**src/rtl/temp_sensor_poller.sv**
```systemverilog
// Periodic I2C temperature-sensor poller: reads NUM_BYTES bytes (MSB first) per
// sample at a power-mode dependent interval, with retry and timeout handling.

package temp_sensor_poller_pkg;
  localparam logic [6:0] TEMP_SENSOR_ADDR = 7'h48;
  localparam logic [1:0] PWR_NORMAL = 2'd0;
  localparam logic [1:0] PWR_LOW    = 2'd1;
  localparam logic [1:0] PWR_SLEEP  = 2'd2;
endpackage

module temp_sensor_poller
  import temp_sensor_poller_pkg::*;
#(
  parameter int          NUM_BYTES   = 2,
  parameter logic [6:0]  SLAVE_ADDR  = TEMP_SENSOR_ADDR,
  parameter int          INT_NORMAL  = 100000,
  parameter int          INT_LOW     = 200000,
  parameter int          INT_SLEEP   = 500000,
  parameter int          MAX_RETRY   = 2,
  parameter int          TIMEOUT_CYC = 4096
) (
  input  logic                   clk,
  input  logic                   rst,
  input  logic                   enable,
  input  logic [1:0]             power_mode,
  input  logic                   force_read,
  output logic [8*NUM_BYTES-1:0] sensor_data,
  output logic                   data_valid,
  output logic                   busy,
  output logic                   sensor_error,
  output logic [1:0]             err_code,
  output logic                   start_read,
  output logic [6:0]             slave_addr,
  output logic                   read_write_n,
  output logic [7:0]             write_data,
  input  logic [7:0]             i2c_read_data,
  input  logic                   transaction_done,
  input  logic                   ack_error,
  output logic [2:0]             state_dbg
);

  localparam int W  = 8 * NUM_BYTES;
  localparam int TW = (TIMEOUT_CYC > 2) ? $clog2(TIMEOUT_CYC) : 1;
  localparam int RW = (MAX_RETRY > 0) ? $clog2(MAX_RETRY + 1) : 1;

  typedef enum logic [2:0] {IDLE, WAIT, ISSUE, READ, DONE} state_t;

  state_t          state, state_n;
  logic [31:0]     int_cnt;
  logic [TW-1:0]   tmo_cnt;
  logic [RW-1:0]   retry_cnt;
  logic [1:0]      byte_idx;
  logic [W-1:0]    shreg;

  logic            load_int;
  logic            store_byte;
  logic            fail;
  logic            give_up;
  logic [1:0]      fail_code;
  logic            last_byte;

  // I2C side: start_read is a one-cycle request per byte; the master answers
  // with exactly one transaction_done or ack_error strobe, ignored outside READ.
  assign slave_addr   = SLAVE_ADDR;
  assign read_write_n = 1'b1;
  assign write_data   = 8'h00;
  assign state_dbg    = state;
  assign last_byte    = (byte_idx == 2'(NUM_BYTES - 1));

  function automatic logic [31:0] interval_for(input logic [1:0] mode);
    case (mode)
      PWR_LOW:   return 32'(INT_LOW);
      PWR_SLEEP: return 32'(INT_SLEEP);
      default:   return 32'(INT_NORMAL);
    endcase
  endfunction

  always_comb begin
    state_n    = state;
    load_int   = 1'b0;
    store_byte = 1'b0;
    fail       = 1'b0;
    give_up    = 1'b0;
    fail_code  = 2'b00;
    if (!enable) begin
      state_n = IDLE;
    end else begin
      case (state)
        IDLE: begin
          state_n  = WAIT;
          load_int = 1'b1;
        end
        WAIT: begin
          if (int_cnt == 32'd0 || force_read) state_n = ISSUE;
        end
        ISSUE: state_n = READ;
        READ: begin
          // NACK wins over a simultaneous completion; the byte is dropped.
          if (ack_error) begin
            fail      = 1'b1;
            fail_code = 2'b01;
          end else if (transaction_done) begin
            store_byte = 1'b1;
            state_n    = last_byte ? DONE : ISSUE;
          end else if (tmo_cnt == TW'(TIMEOUT_CYC - 1)) begin
            fail      = 1'b1;
            fail_code = 2'b10;
          end
          if (fail) begin
            if (retry_cnt < RW'(MAX_RETRY)) begin
              state_n = ISSUE;
            end else begin
              give_up  = 1'b1;
              load_int = 1'b1;
              state_n  = WAIT;
            end
          end
        end
        DONE: begin
          load_int = 1'b1;
          state_n  = WAIT;
        end
        default: state_n = IDLE;
      endcase
    end
  end

  always_ff @(posedge clk) begin
    if (rst) begin
      state        <= IDLE;
      int_cnt      <= '0;
      tmo_cnt      <= '0;
      retry_cnt    <= '0;
      byte_idx     <= '0;
      shreg        <= '0;
      sensor_data  <= '0;
      data_valid   <= 1'b0;
      busy         <= 1'b0;
      sensor_error <= 1'b0;
      err_code     <= 2'b00;
      start_read   <= 1'b0;
    end else begin
      state        <= state_n;
      busy         <= (state_n == ISSUE) || (state_n == READ) || (state_n == DONE);
      start_read   <= (state == ISSUE) && enable;
      data_valid   <= 1'b0;
      sensor_error <= 1'b0;
      if (load_int) int_cnt <= interval_for(power_mode);
      if (!enable) begin
        tmo_cnt   <= '0;
        retry_cnt <= '0;
        byte_idx  <= '0;
        shreg     <= '0;
      end else begin
        case (state)
          WAIT: begin
            if (state_n == ISSUE) byte_idx <= '0;
            else                  int_cnt  <= int_cnt - 32'd1;
          end
          ISSUE: tmo_cnt <= '0;
          READ: begin
            if (store_byte) begin
              shreg[8*(NUM_BYTES-1-int'(byte_idx)) +: 8] <= i2c_read_data;
              if (!last_byte) byte_idx <= byte_idx + 2'd1;
            end else if (!fail) begin
              tmo_cnt <= tmo_cnt + TW'(1);
            end
            if (fail) begin
              byte_idx <= '0;
              if (give_up) begin
                sensor_error <= 1'b1;
                err_code     <= fail_code;
                retry_cnt    <= '0;
              end else begin
                retry_cnt <= retry_cnt + RW'(1);
              end
            end
          end
          DONE: begin
            sensor_data <= shreg;
            data_valid  <= 1'b1;
            retry_cnt   <= '0;
          end
          default: ;
        endcase
      end
    end
  end

endmodule

```
**config.mk**
```make
export PLATFORM = sky130hd
export DESIGN_NAME = temp_sensor_poller
export DESIGN_NICKNAME = d
export VERILOG_FILES = /design/src/rtl/temp_sensor_poller.sv
export SDC_FILE = /design/constraint.sdc
export NUM_CORES = 1
export LEC_CHECK = 0
export CORE_MARGIN = 3
export CORE_UTILIZATION = 55
export CTS_CLUSTER_SIZE = 12
export DETAILED_ROUTE_END_ITERATION = 10
export PLACE_DENSITY = 0.79
export SETUP_SLACK_MARGIN = 0.15
export SLEW_MARGIN = 40
export SYNTH_ARGS = -nofsm -noshare
export SYNTH_HDL_FRONTEND = slang
export SYNTH_SLANG_ARGS = --single-unit
export TNS_END_PERCENT = 100
```
**constraint.sdc**
```tcl
create_clock -name clk -period 2.8 [get_ports clk]
set_clock_uncertainty 0.2 [all_clocks]
set_input_delay 0.56 -clock clk [delete_from_list [all_inputs] [get_ports clk]]
set_output_delay 0.56 -clock clk [all_outputs]
set_load 0.03 [all_outputs]
```
# Word-level counts from Yosys, hierarchy flattened
# Cells that the tools add are included.
[word_totals]
input_bits = 16
word_cells = 106
regBits = 89
out_inout_bits = 41
[op_classes]
n_eq_ne = 17
addsub = 6
n_bitwise = 3
n_lt_le_gt_ge = 1
n_mux = 47
shift = 2
reduce_logical = 18
[op_table]
columns = ["op", "count"]
rows = [
  ["$mux 32", 4],
  ["$pmux 19 s2", 1],
  ["$neg 6->33", 1],
  ["$shift 8x33->16 const A", 1],
  ["$shiftx 8x33->16", 1],
  ["$logic_not 32->1", 1],
  ["$sub 32x1->32 const B", 1],
  ["$mux 12", 2],
  ["$pmux 12 s2", 1],
  ["$mux 2", 10],
  ["$mux 1", 18],
  ["$mux 3", 6],
  ["$bwmux 16", 1],
  ["$add 12x1->12 const B", 1],
  ["$eq 12x12->1 const B", 1],
  ["$eq 3x2->1 const B", 4],
  ["$pmux 3 s4", 1],
  ["$ne 2x2->1 const B", 4],
  ["$pmux 2 s2", 2],
  ["$reduce_and 4->1", 2],
  ["$eq 3x3->1 const B", 2],
  ["$ne 3x3->1 const B", 2],
  ["$reduce_and 2->1", 3],
  ["$reduce_bool 2->1", 3],
  ["14 further kinds", 21],
]

# Depth between registers and ports, before layout
# Gate-level depths: netlist of the first run.
[logic_depth]
word_depth = 13
mapped_depth = 10
mapped_depth_nobuf = 8

# Worst setup path before layout of the first run
# OpenSTA, ideal clock, no wires.
[synth_timing]
kind = "input -> register"
start = "input rst"
end = "register tmo_cnt[11]"
required_time_ns = 2.531
arrival_ns = 2.027
cell_stages = 6
n_path_buf = 1
setup_slack_ns = 0.504
setup_time_ns = 0.069
path_cell_list = "clkbuf_1 -> nand2b_1 -> or2_1 -> or4_1 -> or3_1 -> o21ai_1"
[synth_between]
elab_chain_cells = 1
[synth_rtl]
columns = ["element", "line", "rtl"]
rows = [
  ["from (decl)", "23", "input logic rst,"],
  ["$reduce_or 2->1 (no line)", "n/a", ""],
  ["to (signal assigned)", "166", "tmo_cnt <= tmo_cnt + TW'(1);"],
  ["to (decl)", "50", "logic [TW-1:0] tmo_cnt;"],
]
# No other way between the ends.
# A chain may end at the register's enable or synchronous reset.

# Final worst setup path of the first run
[layout_timing]
start = "input transaction_done"
end = "register byte_idx[1]"
[layout_between]
elab_chain_cells = 10
elab_cells_between_ends = 22
cone_classes = "eq/ne (4); mux (17); reduce/logical (1)"
[layout_rtl]
columns = ["element", "line", "rtl"]
rows = [
  ["from (decl)", "37", "input logic transaction_done,"],
  ["$mux 1", "102", "end else if (transaction_done) begin"],
  ["$mux 1", "99", "if (ack_error) begin"],
  ["$mux 1", "88", "case (state)"],
  ["$mux 1", "85", "if (!enable) begin"],
  ["$mux 3", "109", "if (fail) begin"],
  ["$pmux 3 s4", "88", ""],
  ["$mux 3", "85", ""],
  ["$eq 3x2->1", "157", "if (state_n == ISSUE) byte_idx <= '0;"],
  ["$ne 2x2->1 (no line)", "n/a", ""],
  ["$reduce_and 4->1 (no line)", "n/a", ""],
  ["to (signal assigned)", "164", "if (!last_byte) byte_idx <= byte_idx + 2'd1;"],
  ["to (decl)", "52", "logic [1:0] byte_idx;"],
]
# Several ways; a longest one is shown, not always the timed one. The select of a mux whose other input is x is not followed.

==> results of run 1 <==
per-layer routing:
| metal | share of wire | wire length [um] | up-vias |
|---|---|---|---|
| met3 | 0.045 | 512 | 37 |
| met1 | 0.42 | 4743 | 1990 |
| met4 | 0.029 | 333 | 0 |
| met5 | 0 | 0 | - |
| met2 | 0.51 | 5753 | 145 |
| li1 | - | - | 2072 |
final timing paths:
| path | endpoint | cells past startpoint | startpoint |
|---|---|---|---|
| hold / removal | sensor_data[4] | 2 | sensor_data[4] |
| setup reg to reg | byte_idx[1] | 7 | tmo_cnt[0] |
| setup / recovery | byte_idx[1] | 7 | transaction_done |
| hold reg to reg | sensor_data[4] | 2 | sensor_data[4] |
through the flow:
step                cell area, sq um  worst slack (ps)  TNS (ps)  hold WS [ps]  utilization
floorplan                       4504             504.2         0         230.7            -
global placement                5036             44.45         0         241.0       0.6450
detailed placement              5036            -6.765    -6.765         244.8       0.6450
CTS                             5261             212.5         0         257.0       0.6739
global route                    5283             161.1         0         276.7       0.6766
finish                          5283             273.5         0         256.1       0.6766
worst max-delay path, stage by stage:
cell	delay, ps
clkdlybuf4s50_1	410
nand3b_1	210
nor4_4	460
a2111oi_0	210
a211oi_4	310
mux2_1	370
nor2_1	100
synthesized netlist by cell type (2+ instances only):
cell type	count	area, sq um
a211oi_1	2	15.01
a21o_1	4	30.03
a21oi_1	48	240.2
a21oi_2	2	17.52
a221o_1	2	20.02
a22o_1	4	35.03
a22oi_1	4	30.03
a31oi_1	4	25.02
a32oi_1	3	26.28
and2_1	7	43.79
and3_1	2	12.51
and4_1	2	17.52
buf_2	8	40.04
buf_4	18	135.1
clkbuf_1	14	52.55
conb_1	2	7.510
dfxtp_1	89	1782
ha_1	9	112.6
inv_1	14	52.55
mux2i_1	3	30.03
nand2_1	85	319.1
nand2b_1	3	18.77
nand3_1	25	125.1
nand3b_1	4	30.03
nand4_1	6	37.54
nor2_1	48	180.2
nor2b_1	2	12.51
nor3_1	20	100.1
nor4_1	13	81.33
nor4_2	2	25.02
nor4_4	4	85.08
o211ai_1	4	30.03
o21ai_0	36	180.2
o21ai_1	14	70.07
o22ai_1	2	12.51
o2bb2ai_1	2	17.52
o31ai_1	6	45.04
o41ai_1	2	17.52
or2_1	2	12.51
or2_2	3	18.77
or3_1	6	37.54
or4_1	5	37.54
xor2_1	2	17.52
power breakdown:
part	total (mW)	internal, mW	switching (mW)
clock network	1.01	0.512	0.496
logic	0.512	0.195	0.317
registers	1.36	1.30	0.0634
state kept, by name, summed over array words and instances, names as in the netlist:
| register | cells |
|---|---|
| sensor_error | 1 |
| int_cnt | 32 |
| retry_cnt | 2 |
| tmo_cnt | 12 |
| data_valid | 1 |
| start_read | 1 |
| sensor_data | 16 |
| state_dbg | 3 |
| busy | 1 |
| byte_idx | 2 |
| shreg | 16 |
| err_code | 2 |
placed cells by master (no fill, tap or decap), types with 3 or more instances in the layout:
master / count
nand4_1: 6
a32oi_1: 3
clkbuf_8: 9
ha_1: 9
nor3_1: 20
nor4_2: 3
o211ai_1: 4
clkdlybuf4s50_1: 40
dfxtp_1: 89
buf_4: 26
o31ai_1: 6
conb_1: 16
or3_1: 6
nand3b_1: 4
a22oi_1: 3
nor2_1: 48
nor4_4: 4
o21ai_0: 36
or4_1: 5
nand2b_1: 3
inv_1: 14
a21o_1: 4
or2_2: 3
nand2_1: 85
a31oi_1: 4
o21ai_1: 14
nor4_1: 12
a22o_1: 4
and2_1: 7
a21oi_1: 48
mux2i_1: 3
nand3_1: 25
area by class of cell:
cell class / count / area share
Sequential cell: 89 / 0.3373
Tap cell: 102 / 0.02416
Timing Repair Buffer: 68 / 0.1203
Inverter: 14 / 0.009948
Clock inverter: 7 / 0.01919
Clock buffer: 9 / 0.02345
Multi-Input combinational cell: 426 / 0.4657
cells by family after synthesis:
family | after synthesis | synth area share
compound gates | 149 | 0.2040
flops | 89 | 0.4002
simple gates | 245 | 0.2898
fa+ha+maj | 9 | 0.02530
other cells | 2 | 0.001687
mux | 4 | 0.009275
xor+xnor | 3 | 0.005903
buf+inv | 55 | 0.06380
==> out/qor.txt, run 1 <==
Peak VDD IR = 0.0003237 V
Leakage = 1.892 nW
Nets = 633
Synthesized flop and latch total = 89
Number of global-route vias before repair = 3976
Dominant synthesized flop cell = dfxtp_1
Synth unique cells = 62
Post-Route WL = 11340 um
Fin crit period = 2526 ps
Synth Warn # = 0
Crit start category = input pin
Initial Util = 0.5702
Hold buffers post-CTS = 0
Vias/cell = 5.936
Clock-pin slew of the registers on the worst-case setup and hold paths = 100 ps
Grt met1 use = 0.3078
Dpl hpwl = 8077 um
# resized after CTS = 0
FILL cells = 659
Area of the multi-input gates = 2460 sq um
Drc violations = 0
CTS root buf = clkbuf_8
Worst Path Required = 2900 ps
Cell Count, Final, Fillers Out = 715
Gpl congestion = 1.008
PortBufs = 40
Async S/R FF share, synth = 0
Global routing usage on met3 = 0.04066
Worst Max-Slew Pin Slew = 822.1 ps
Syn-to-layout area delta = 18.66%
Final Hold Vio Count = 0
Io pins = 57
Layout cells sized above 1 = 0.1060
WL/cell = 15.86 um
Core box area = 7807 sq um
Die width = 95.97 um
Cell count after placement = 699
Global-route wire length before repair = 18540 um
Power per cell area = 546.1 nW/um^2
Flop2flop setup slack = 290 ps
Max Slew Vio Count = 0
Initial DRC count = 190
H-Tree Level Count = 3
ANT cells = 0
Die area = 9209 sq um
Initial antenna violation count = 0
Cells after Synth = 556
Gr usage total = 0.2544
Final antenna-violating net count = 0
Pin count of the biggest net entering global routing = 44
CTS tree = yes
Relative slew slack = 0.4378
# rows = 32
Post-synthesis sequential area ratio = 0.4002
Max cap viols = 0
Setup CP Type = in2reg
Clk buf depth = 2
Worst-path maximum fanout = 7
Die height = 95.97 um
Critical Path AT = 2630 ps
Fmax = 0.3958 GHz
Post-synth EDFFs = 0
Clock Sinks = 89
Tcrit/Tclk final = 0.9023
Power Total = 2.885 mW
# setup viols final = 0
Post-CTS Setup Inserts = 0
Sequential cell area = 1782 sq um
CP endpoint kind = flip-flop
Synthesized area per cell = 8.007 sq um
GRT Residual Overflow = 0
M2 GR Usage = 0.4418
Clk_lat worst skew = 360 ps
Total CTS buffers = 9
Total iterations of the first detailed-routing run = 4
RSZ-0062 raised after global routing = false
Grt peak-use layer = met2
HP Class = reg2reg
Synthesized area = 4452 sq um
Total number of vias = 4244
Status = finished, final reports clean
Note: power is estimated with default switching activity, not from simulation.
==> inputs of run 2 (changes only) <==
--- a/config.mk
+++ b/config.mk
@@ -5,10 +5,10 @@
 export SDC_FILE = /design/constraint.sdc
 export NUM_CORES = 1
 export LEC_CHECK = 0
-export CORE_MARGIN = 3
 export CORE_UTILIZATION = 55
 export CTS_CLUSTER_SIZE = 12
 export DETAILED_ROUTE_END_ITERATION = 10
+export MAX_ROUTING_LAYER = met4
 export PLACE_DENSITY = 0.79
 export SETUP_SLACK_MARGIN = 0.15
 export SLEW_MARGIN = 40
==> out/qor.txt, run 2 (synthesized netlist as in run 1, its figures left out) <==
Clock Sinks = 89 (unchanged)
Syn-to-layout area delta = 18.07%
Setup TNS = 0 ps (unchanged)
Max cap viols = 0 (unchanged)
Fin crit period = 2558 ps (+31.48 ps)
WL/cell = 15.40 um (-2.9%)
Clk buf depth = 2 (unchanged)
Initial antenna violation count = 0 (unchanged)
# setup viols final = 0 (unchanged)
Worst Path Required = 2040 ps (-860 ps)
Clock-pin slew of the registers on the worst-case setup and hold paths = 100 ps (about the same)
Total iterations of the first detailed-routing run = 5 (+1)
Dpl hpwl = 7961 um (-1.4%)
Leakage = 1.889 nW (-0.16%)
FILL cells = 655 (-0.61%)
Crit start category = flip-flop
Psw = 0.9021 mW (+3.0%)
Hold WS = 251.5 ps (-4.618 ps)
Peak VDD IR = 0.0002745 V (-15%)
Biggest regs = int_cnt (32), sensor_data (16), shreg (16)
ANT cells = 0 (unchanged)
H-Tree Level Count = 3 (unchanged)
Gpl congestion = 0.9029 (-10%)
Nets = 638 (+0.79%)
Initial DRC count = 254 (+34%)
Most frequent cells in the layout = 89 x dfxtp_1, 85 x nand2_1, 48 x a21oi_1
Post-CTS Setup Inserts = 0 (unchanged)
Final Hold Vio Count = 0 (unchanged)
CP endpoint kind = output pin
Final antenna-violating net count = 0 (unchanged)
Core Util, Final = 0.6767 (about the same)
CTS tree = yes
Seq pwr share = 0.497 (+0.024)
Initial Util = 0.5731 (+0.002939)
Drc violations = 0 (unchanged)
Total number of vias = 4268 (+0.57%)
Core box area = 7767 sq um (-0.51%)
Layout cells sized above 1 = 0.1149 (+0.008851)
Critical Path AT = 1800 ps (-830 ps)
Most common cell after layout, fill and taps aside = dfxtp_1
Number of global-route vias before repair = 3976 (unchanged)
GRT Residual Overflow = 0 (unchanged)
Tcrit/Tclk final = 0.9136 (+0.01124)
Max FFs per register = 32 (unchanged)
PortBufs = 40 (unchanged)
Power Total = 2.751 mW (-4.6%)
Relative slew slack = 0.5451 (+0.1074)
Hold buffers post-CTS = 0 (unchanged)
Clk_lat worst skew = 380 ps (+20 ps)
Dpl ws = 4.116 ps (+10.88 ps)
# rows = 32 (unchanged)
Cell-internal power = 1.849 mW (-7.9%)
Pin count of the biggest net entering global routing = 26 (-41%)
Global-route wire length before repair = 18190 um (-1.9%)
Post-Route WL = 11090 um (-2.3%)
Worst-path maximum fanout = 8 (+1)
Die height = 91.97 um (-4.2%)
Fmax = 0.3909 GHz (-1.2%)
Io pins = 57 (unchanged)
Vias/cell = 5.928 (-0.13%)
Total CTS buffers = 9 (unchanged)
Worst Max-Slew Pin Slew = 680.4 ps (-141.7 ps)
Final worst slack = 242.0 ps (-31.48 ps)
RSZ-0062 raised after global routing = false
Combinational fraction of design power = 0.194 (+0.017)
Status = finished, final reports clean
HP Class = reg2reg
Power per cell area = 523.5 nW/um^2 (-4.1%)
Sw Share = 0.3279 (+0.02409)
Setup CP Type = reg2out
Max Slew Vio Count = 0 (unchanged)
Biggest register = int_cnt
Die area = 8458 sq um (-8.2%)
Gr usage total = 0.2755 (+0.02117)
Clk pwr share = 0.309 (-0.040)
Die width = 91.97 um (-4.2%)
CTS root buf = clkbuf_8
-- run 2: what timing repair did --
item,CTS,global route
pin swaps,0,0
setup endpoints to repair,1,11
resized for setup,1,3
-- run 2: critical path, cell delays in order (launching register included) --
cell and delay [ps]:
dfxtp_1 510, buf_4 230, clkdlybuf4s50_1 680
-- run 2: per-layer routing --
layer / global-route usage / share of wire
met5: - / 0
met1: 0.3299 / 0.44
met2: 0.4490 / 0.48
met4: 0.1302 / 0.025
met3: 0.04975 / 0.057
-- run 2: worst paths after layout --
path / startpoint / end / slack, ps / depth (start not counted)
setup / recovery: state_dbg[1] / state_dbg[1] / 240 / 2
hold / removal: shreg[9] / sensor_data[9] / 250 / 2
setup reg to reg: int_cnt[0] / int_cnt[3] / 310 / 8
hold reg to reg: shreg[9] / sensor_data[9] / 250 / 2
-- run 2: cell type report --
class | instances | area, sq um | area share
multi-input cells | 426 | 2450 | 0.4661
flip-flops and latches | 89 | 1782 | 0.3390
repair buffers | 73 | 660.6 | 0.1257
well taps | 102 | 127.6 | 0.02428
clock buffers | 9 | 123.9 | 0.02357
clock inverters | 7 | 60.06 | 0.01143
inverters | 14 | 52.55 | 0.009998
-- run 2: power by group through the flow --
stage | registers, mW | clock network [mW] | logic (mW)
final | 1.37 | 0.851 | 0.534
after global routing | 1.37 | 0.919 | 0.576
after CTS | 1.36 | 0.863 | 0.522
after detailed placement | 1.39 | 0 | 0.517
after global placement | 1.39 | 0 | 0.503
after floorplan | 1.38 | 0 | 0.374
-- run 2: stage by stage --
| stage | cell area [sq um] | instances |
|---|---|---|
| 2_1_floorplan | 4504 | 570 |
| 3_3_place_gp | 5061 | 704 |
| 3_5_place_dp | 5061 | 704 |
| 4_1_cts | 5248 | 720 |
| 5_1_grt | 5256 | 720 |
| 6_report | 5256 | 720 |
